`config.mk`:
```
export PLATFORM = sky130hd
export DESIGN_NAME = done_batch_monitor_flat
export DESIGN_NICKNAME = d
export VERILOG_FILES = /design/src/rtl/done_batch_monitor_pkg.sv /design/src/rtl/done_batch_monitor_if.sv /design/src/rtl/done_batch_monitor_gap_timer.sv /design/src/rtl/done_batch_monitor.sv /design/src/flat_wrapper.sv
export SDC_FILE = /design/constraint.sdc
export NUM_CORES = 1
export LEC_CHECK = 0
export BUFFER_PORTS_ARGS = -buffer_cell sky130_fd_sc_hd__buf_2
export CELL_PAD_IN_SITES_DETAIL_PLACEMENT = 0
export CELL_PAD_IN_SITES_GLOBAL_PLACEMENT = 1
export CORE_MARGIN = 2
export CORE_UTILIZATION = 40
export CTS_CLUSTER_SIZE = 25
export DETAILED_ROUTE_END_ITERATION = 10
export MAX_ROUTING_LAYER = met4
export PLACE_DENSITY = 0.83
export SLEW_MARGIN = 20
export SYNTH_ARGS = -nofsm -noshare
export SYNTH_HDL_FRONTEND = slang
export SYNTH_HIERARCHICAL = 1
export SYNTH_SLANG_ARGS = --single-unit
export TNS_END_PERCENT = 5
```
`constraint.sdc`:
```
create_clock -name clk -period 4.95 [get_ports clk]
set_clock_uncertainty 0.2 [all_clocks]
set_input_delay 0.495 -clock clk [delete_from_list [all_inputs] [get_ports clk]]
set_output_delay 0.495 -clock clk [all_outputs]
set_load 0.01 [all_outputs]
```
`src/rtl/done_batch_monitor_pkg.sv`:
```
// Shared types for the done-pulse batch monitor: state encoding and a debug name decode.
package done_batch_monitor_pkg;

  localparam int unsigned STATE_W = 2;

  typedef enum logic [STATE_W-1:0] {
    ST_IDLE    = 2'd0,
    ST_COLLECT = 2'd1,
    ST_REPORT  = 2'd2,
    ST_ERROR   = 2'd3
  } state_e;

  // Human-readable state name for simulation debug and waveform annotation.
  function automatic string state_name(state_e s);
    case (s)
      ST_IDLE:    return "IDLE";
      ST_COLLECT: return "COLLECT";
      ST_REPORT:  return "REPORT";
      ST_ERROR:   return "ERROR";
      default:    return "UNKNOWN";
    endcase
  endfunction

endpackage

```
`src/rtl/done_batch_monitor_if.sv`:
```
// Control/status bundle between the monitor and its software-facing consumer.
interface done_batch_monitor_if #(
  parameter int unsigned CW = 3,
  parameter int unsigned GW = 5
) ();

  logic          enable;
  logic          done_in;
  logic          irq_ack;
  logic          irq;
  logic          err;
  logic          ovf;
  logic [CW-1:0] batch_cnt;
  logic [GW-1:0] gap_max;

  modport master (
    output enable, done_in, irq_ack,
    input  irq, err, ovf, batch_cnt, gap_max
  );

  modport slave (
    input  enable, done_in, irq_ack,
    output irq, err, ovf, batch_cnt, gap_max
  );

endinterface

```
`src/rtl/done_batch_monitor_gap_timer.sv`:
```
// Saturating counter of idle cycles since the last done pulse, with timeout flag.
module gap_timer #(
  parameter int unsigned TMO = 31,
  parameter int unsigned GW  = 5
) (
  input  logic          clk,
  input  logic          rst,
  input  logic          clr,
  input  logic          inc,
  input  logic          freeze,
  output logic [GW-1:0] g,
  output logic          tmo_hit
);

  localparam logic [GW-1:0] G_LIMIT = GW'(TMO - 1);

  // Clear wins, freeze holds, otherwise count up and stop at the limit.
  always_ff @(posedge clk or posedge rst) begin
    if (rst) begin
      g <= '0;
    end else if (clr) begin
      g <= '0;
    end else if (inc && !freeze && (g != G_LIMIT)) begin
      g <= g + GW'(1);
    end
  end

  assign tmo_hit = inc && !freeze && (g == G_LIMIT);

endmodule

```
`src/rtl/done_batch_monitor.sv`:
```
// Batches done pulses into irq reports, flags stalls, and tracks the longest gap.
module done_batch_monitor
  import done_batch_monitor_pkg::*;
#(
  parameter int unsigned BATCH = 4,
  parameter int unsigned CW    = 3,
  parameter int unsigned TMO   = 31,
  parameter int unsigned GW    = 5
) (
  input  logic                 clk,
  input  logic                 rst,
  done_batch_monitor_if.slave  bus
);

  state_e        state;
  state_e        state_nxt;
  logic [CW-1:0] cnt_q;
  logic [CW-1:0] cnt_nxt;
  logic [GW-1:0] gmax_q;
  logic [GW-1:0] gmax_nxt;
  logic          ovf_q;
  logic          ovf_nxt;
  logic          irq_q;
  logic          err_q;
  logic [GW-1:0] g;
  logic          tmo_hit;
  logic          gap_clr;
  logic          gap_inc;
  logic          gap_freeze;

  // Gap timer controls: restart on every accepted pulse, ack, or while not running.
  assign gap_clr    = !bus.enable || (state == ST_IDLE)
                    || ((state == ST_COLLECT) && bus.done_in)
                    || ((state == ST_REPORT) && bus.irq_ack);
  assign gap_inc    = bus.enable && (state == ST_COLLECT) && !bus.done_in;
  assign gap_freeze = (state == ST_REPORT) || (state == ST_ERROR);

  gap_timer #(.TMO(TMO), .GW(GW)) u_gap_timer (
    .clk     (clk),
    .rst     (rst),
    .clr     (gap_clr),
    .inc     (gap_inc),
    .freeze  (gap_freeze),
    .g       (g),
    .tmo_hit (tmo_hit)
  );

  // State register.
  always_ff @(posedge clk or posedge rst) begin
    if (rst) state <= ST_IDLE;
    else     state <= state_nxt;
  end

  // Next-state and next-value logic; enable low overrides everything.
  always_comb begin
    state_nxt = state;
    cnt_nxt   = cnt_q;
    gmax_nxt  = gmax_q;
    ovf_nxt   = ovf_q;
    if (!bus.enable) begin
      state_nxt = ST_IDLE;
      cnt_nxt   = '0;
      gmax_nxt  = '0;
      ovf_nxt   = 1'b0;
    end else begin
      unique case (state)
        ST_IDLE: begin
          state_nxt = ST_COLLECT;
          cnt_nxt   = '0;
          gmax_nxt  = '0;
          ovf_nxt   = 1'b0;
        end
        ST_COLLECT: begin
          if (bus.done_in) begin
            gmax_nxt = (g > gmax_q) ? g : gmax_q;
            if (cnt_q == CW'(BATCH - 1)) begin
              state_nxt = ST_REPORT;
              cnt_nxt   = CW'(BATCH);
            end else begin
              cnt_nxt = cnt_q + CW'(1);
            end
          end else if (tmo_hit) begin
            state_nxt = ST_ERROR;
          end
        end
        ST_REPORT: begin
          if (bus.irq_ack) begin
            state_nxt = ST_COLLECT;
            cnt_nxt   = bus.done_in ? CW'(1) : '0;
          end else if (bus.done_in) begin
            ovf_nxt = 1'b1;
          end
        end
        ST_ERROR: begin
          state_nxt = ST_ERROR;
        end
      endcase
    end
  end

  // Registered outputs, derived from the next state and next values.
  always_ff @(posedge clk or posedge rst) begin
    if (rst) begin
      cnt_q  <= '0;
      gmax_q <= '0;
      ovf_q  <= 1'b0;
      irq_q  <= 1'b0;
      err_q  <= 1'b0;
    end else begin
      cnt_q  <= cnt_nxt;
      gmax_q <= gmax_nxt;
      ovf_q  <= ovf_nxt;
      irq_q  <= (state_nxt == ST_REPORT);
      err_q  <= (state_nxt == ST_ERROR);
    end
  end

  assign bus.irq       = irq_q;
  assign bus.err       = err_q;
  assign bus.ovf       = ovf_q;
  assign bus.batch_cnt = cnt_q;
  assign bus.gap_max   = gmax_q;

endmodule

```
`src/flat_wrapper.sv`:
```
// flat-port wrapper written by rule: the top's interface ports become plain ports
module done_batch_monitor_flat import done_batch_monitor_pkg::*;
#(
  parameter int unsigned BATCH = 4,
  parameter int unsigned CW    = 3,
  parameter int unsigned TMO   = 31,
  parameter int unsigned GW    = 5
)
  (clk, rst, bus_enable, bus_done_in, bus_irq_ack, bus_irq, bus_err, bus_ovf, bus_batch_cnt, bus_gap_max);
  done_batch_monitor_if #(.CW(CW), .GW(GW)) bus_i ();
  input  logic clk;
  input  logic rst;
  input wire logic [$bits(bus_i.enable)-1:0] bus_enable;
  input wire logic [$bits(bus_i.done_in)-1:0] bus_done_in;
  input wire logic [$bits(bus_i.irq_ack)-1:0] bus_irq_ack;
  output wire logic [$bits(bus_i.irq)-1:0] bus_irq;
  output wire logic [$bits(bus_i.err)-1:0] bus_err;
  output wire logic [$bits(bus_i.ovf)-1:0] bus_ovf;
  output wire logic [$bits(bus_i.batch_cnt)-1:0] bus_batch_cnt;
  output wire logic [$bits(bus_i.gap_max)-1:0] bus_gap_max;
  assign bus_i.enable = bus_enable;
  assign bus_i.done_in = bus_done_in;
  assign bus_i.irq_ack = bus_irq_ack;
  assign bus_irq = bus_i.irq;
  assign bus_err = bus_i.err;
  assign bus_ovf = bus_i.ovf;
  assign bus_batch_cnt = bus_i.batch_cnt;
  assign bus_gap_max = bus_i.gap_max;
  done_batch_monitor #(.BATCH(BATCH), .CW(CW), .TMO(TMO), .GW(GW)) u_core (.clk(clk), .rst(rst), .bus(bus_i));
endmodule
```
==> results_dict.tcl <==
set metrics [dict create \
    status "complete, no violations" \
    final.setup.tns_ps 0 \
    netlist_instances 127 \
    setup_viol 0 \
    yosysUniqueCellTypes 35 \
    grt_pass1_vias 948 \
    dr_wl_met2_um 1220 \
    fp.dieW_um 59.3 \
    cap_violations 0 \
    cpPeakStageDelay_ps 450 \
    htree_num_levels 1 \
    total_power_mw 0.272 \
    worstMarginPinSlew_ps 505 \
    hold_slack_ps 349 \
    clkTransAtPathRegs_ps 110 \
    synthTopCellsByArea "dfrtp_1 (37%), ha_1 (13%), inv_1 (4.0%), mux2i_1 (3.3%), nand3_1 (3.3%)" \
    wl_met3_um 68 \
    cts_buffers 3 \
    synth-seq-cells 18 \
    highest_layer "met4" \
    crit_type "flip-flop to flip-flop" \
    crit_arrival_ps 2670 \
    overflow 0 \
    core_um2 2980 \
    cp_common_cell "nor2b_1" \
    wire_per_inst_um 13.2 \
    slowest_stage "dfrtp_1" \
    first_iter_violations 24 \
    hold_depth 1 \
    synth_nets 145 \
    cts_buffer_depth 2 \
    yosysTopAreaCell "dfrtp_1" \
    hp-class "flip-flop to flip-flop" \
    grt_max_degree 14 \
    power.leakage_nw 0.658 \
    finalCoreUtilization 0.461 \
    final_cells 178 \
    power_density_nw_per_um2 198 \
    async_reset_ff_frac 1.00 \
    drive_above_1_share 0.221 \
    floorplan.initialDensity 0.411 \
    layout_min_cycle_time_ps 2640 \
    synth_commonest_cells "dfrtp_1 (18), ha_1 (13), inv_1 (13), nor2_1 (10)" \
    num_antenna_cells 0 \
    worst_r2r_path_depth 10 \
    postRouteAntennaNets 0 \
    crit_fanout 11 \
    dp_hpwl_um 1840 \
    critPathRequiredTime_ps 4980 \
    finalCritPeriodShare 0.533 \
    cts_root_buf "clkbuf_4" \
    worstSkewPairLatency_ps 290 \
    pre_cts_slack_ps 2410 \
    slew_headroom 0.660 \
    final_cell_area_um2 1370 \
    avgViaCountPerCell 5.38 \
    place_area_um2 1330 \
    cts_tree "built" \
    finalNetCount 164 \
    startpoint_type "flip-flop" \
    synth_ff_type "dfrtp_1" \
    syn_to_final_growth_pct 12.3 \
    grt_pass1_wl_um 4040 \
    rsz0062_at_grt "false" \
    die_y_um 59.3 \
    core.rowCount 20 \
    ys_seq_area_frac 0.368 \
    drc 0 \
    hold_violations 0 \
    grtUsageTotal 0.157 \
    synth_area_um2 1220 \
    yosysTopAreaCellShare 0.368 \
    synth_enable_flop_cells 0 \
    antenna_found_initial 0 \
    syn_avg_cell_area_um2 9.63 \
    cts_resized 0 \
    finalMaxSlewViolations 0 \
    die_area_um2 3510 \
    dr.pass1.iters 4 \
    ioPinCount 16 \
    yosys_warnings 6 \
    place_inst 173 \
    crit_path_cell_trace "inv_1, ha_1, nand2_1, nor2_1, and4b_1, and3_2, nor2b_1, o31ai_1, a21oi_1, nor2b_1" \
    wirelength_um 2360 \
    via_count 958 \
    setup_ws_ps 2310 \
    fmax_ghz 0.379 \
    cts_sinks 18 \
    io_buffers 15 \
    end_kind "flip-flop" \
    yosys.cell_count.top_type "dfrtp_1" \
    met1Wirelength_um 1050 \
    place_congestion 0.833 \
    vdd_drop_max_mv 0.0664 \
]
## power breakdown
part / internal (mW) / switching, mW / total, mW
clock: 0.0448 / 0.0467 / 0.0915
combinational: 0.0117 / 0.0193 / 0.0310
sequential: 0.148 / 0.00154 / 0.150
## routing by layer
metal	up-vias	track usage
met4	0	0.0682
met3	2	0.0284
met2	15	0.273
met5	-	-
li1	479	-
met1	462	0.175
## worst paths after layout
| check | start | end | slack (ps) |
|---|---|---|---|
| worst max-delay path | u_core/state[1] | u_core/bus.irq | 2310 |
| worst min-delay path | u_core/bus.batch_cnt[2] | u_core/bus.batch_cnt[2] | 350 |
| worst max register to register | u_core/state[1] | u_core/bus.irq | 2310 |
| worst min register to register | u_core/bus.batch_cnt[2] | u_core/bus.batch_cnt[2] | 350 |
| max in group asynchronous | rst | u_core/bus.gap_max[4] | 3640 |
| min in group asynchronous | rst | u_core/u_gap_timer/g[4] | 440 |
## kinds of logic (layout without fill, tap and decap cells)
| family | after synthesis | in the layout | share of synthesized area |
|---|---|---|---|
| buffers and inverters | 15 | 33 | 0.0502 |
| muxes | 8 | 8 | 0.0727 |
| DFF | 18 | 18 | 0.368 |
| AOI/OAI and AO/OA | 24 | 24 | 0.146 |
| adders and majority gates | 13 | 13 | 0.133 |
| and+or+nand+nor | 49 | 49 | 0.229 |
## flip-flops by register name, summed over array words and instances, names as in the netlist
register,cells
u_core/bus.batch_cnt,3
u_core/state,2
u_core/u_gap_timer/g,5
u_core/bus.ovf,1
u_core/bus.err,1
u_core/bus.gap_max,5
u_core/bus.irq,1
## timing repair
| action | 4_1_cts | 5_1_grt |
|---|---|---|
| hold endpoints to repair | 5 | 0 |
| hold buffers | 1 | 0 |
| buffers inserted | 0 | 0 |
## critical path, delay by kind of cell (launching register included)
family / cells / cell delay [ps]
simple gates: 6 / 1100
flops: 1 / 450
fa+ha+maj: 1 / 410
compound gates: 2 / 320
buf+inv: 1 / 100
## placed cells by master (no fill, tap or decap), types with 4 or more instances in the layout
| cell type | instances |
|---|---|
| dfrtp_1 | 18 |
| buf_2 | 15 |
| inv_1 | 13 |
| ha_1 | 13 |
| nor2_1 | 10 |
| o21ai_0 | 8 |
| nand3_1 | 8 |
| nand2_1 | 6 |
| a21oi_1 | 6 |
| nor2b_1 | 5 |
| and2_1 | 5 |
| mux2i_1 | 4 |
## cell type report
type | instances | area, um2
multi-input combinational | 94 | 711
sequential | 18 | 450
timing repair buffer | 16 | 85.1
tap | 33 | 41.3
inverter | 13 | 48.8
clock buffer | 4 | 36.3
fill | 301 | 1610
No activity file was read; power rests on OpenSTA's default activity.
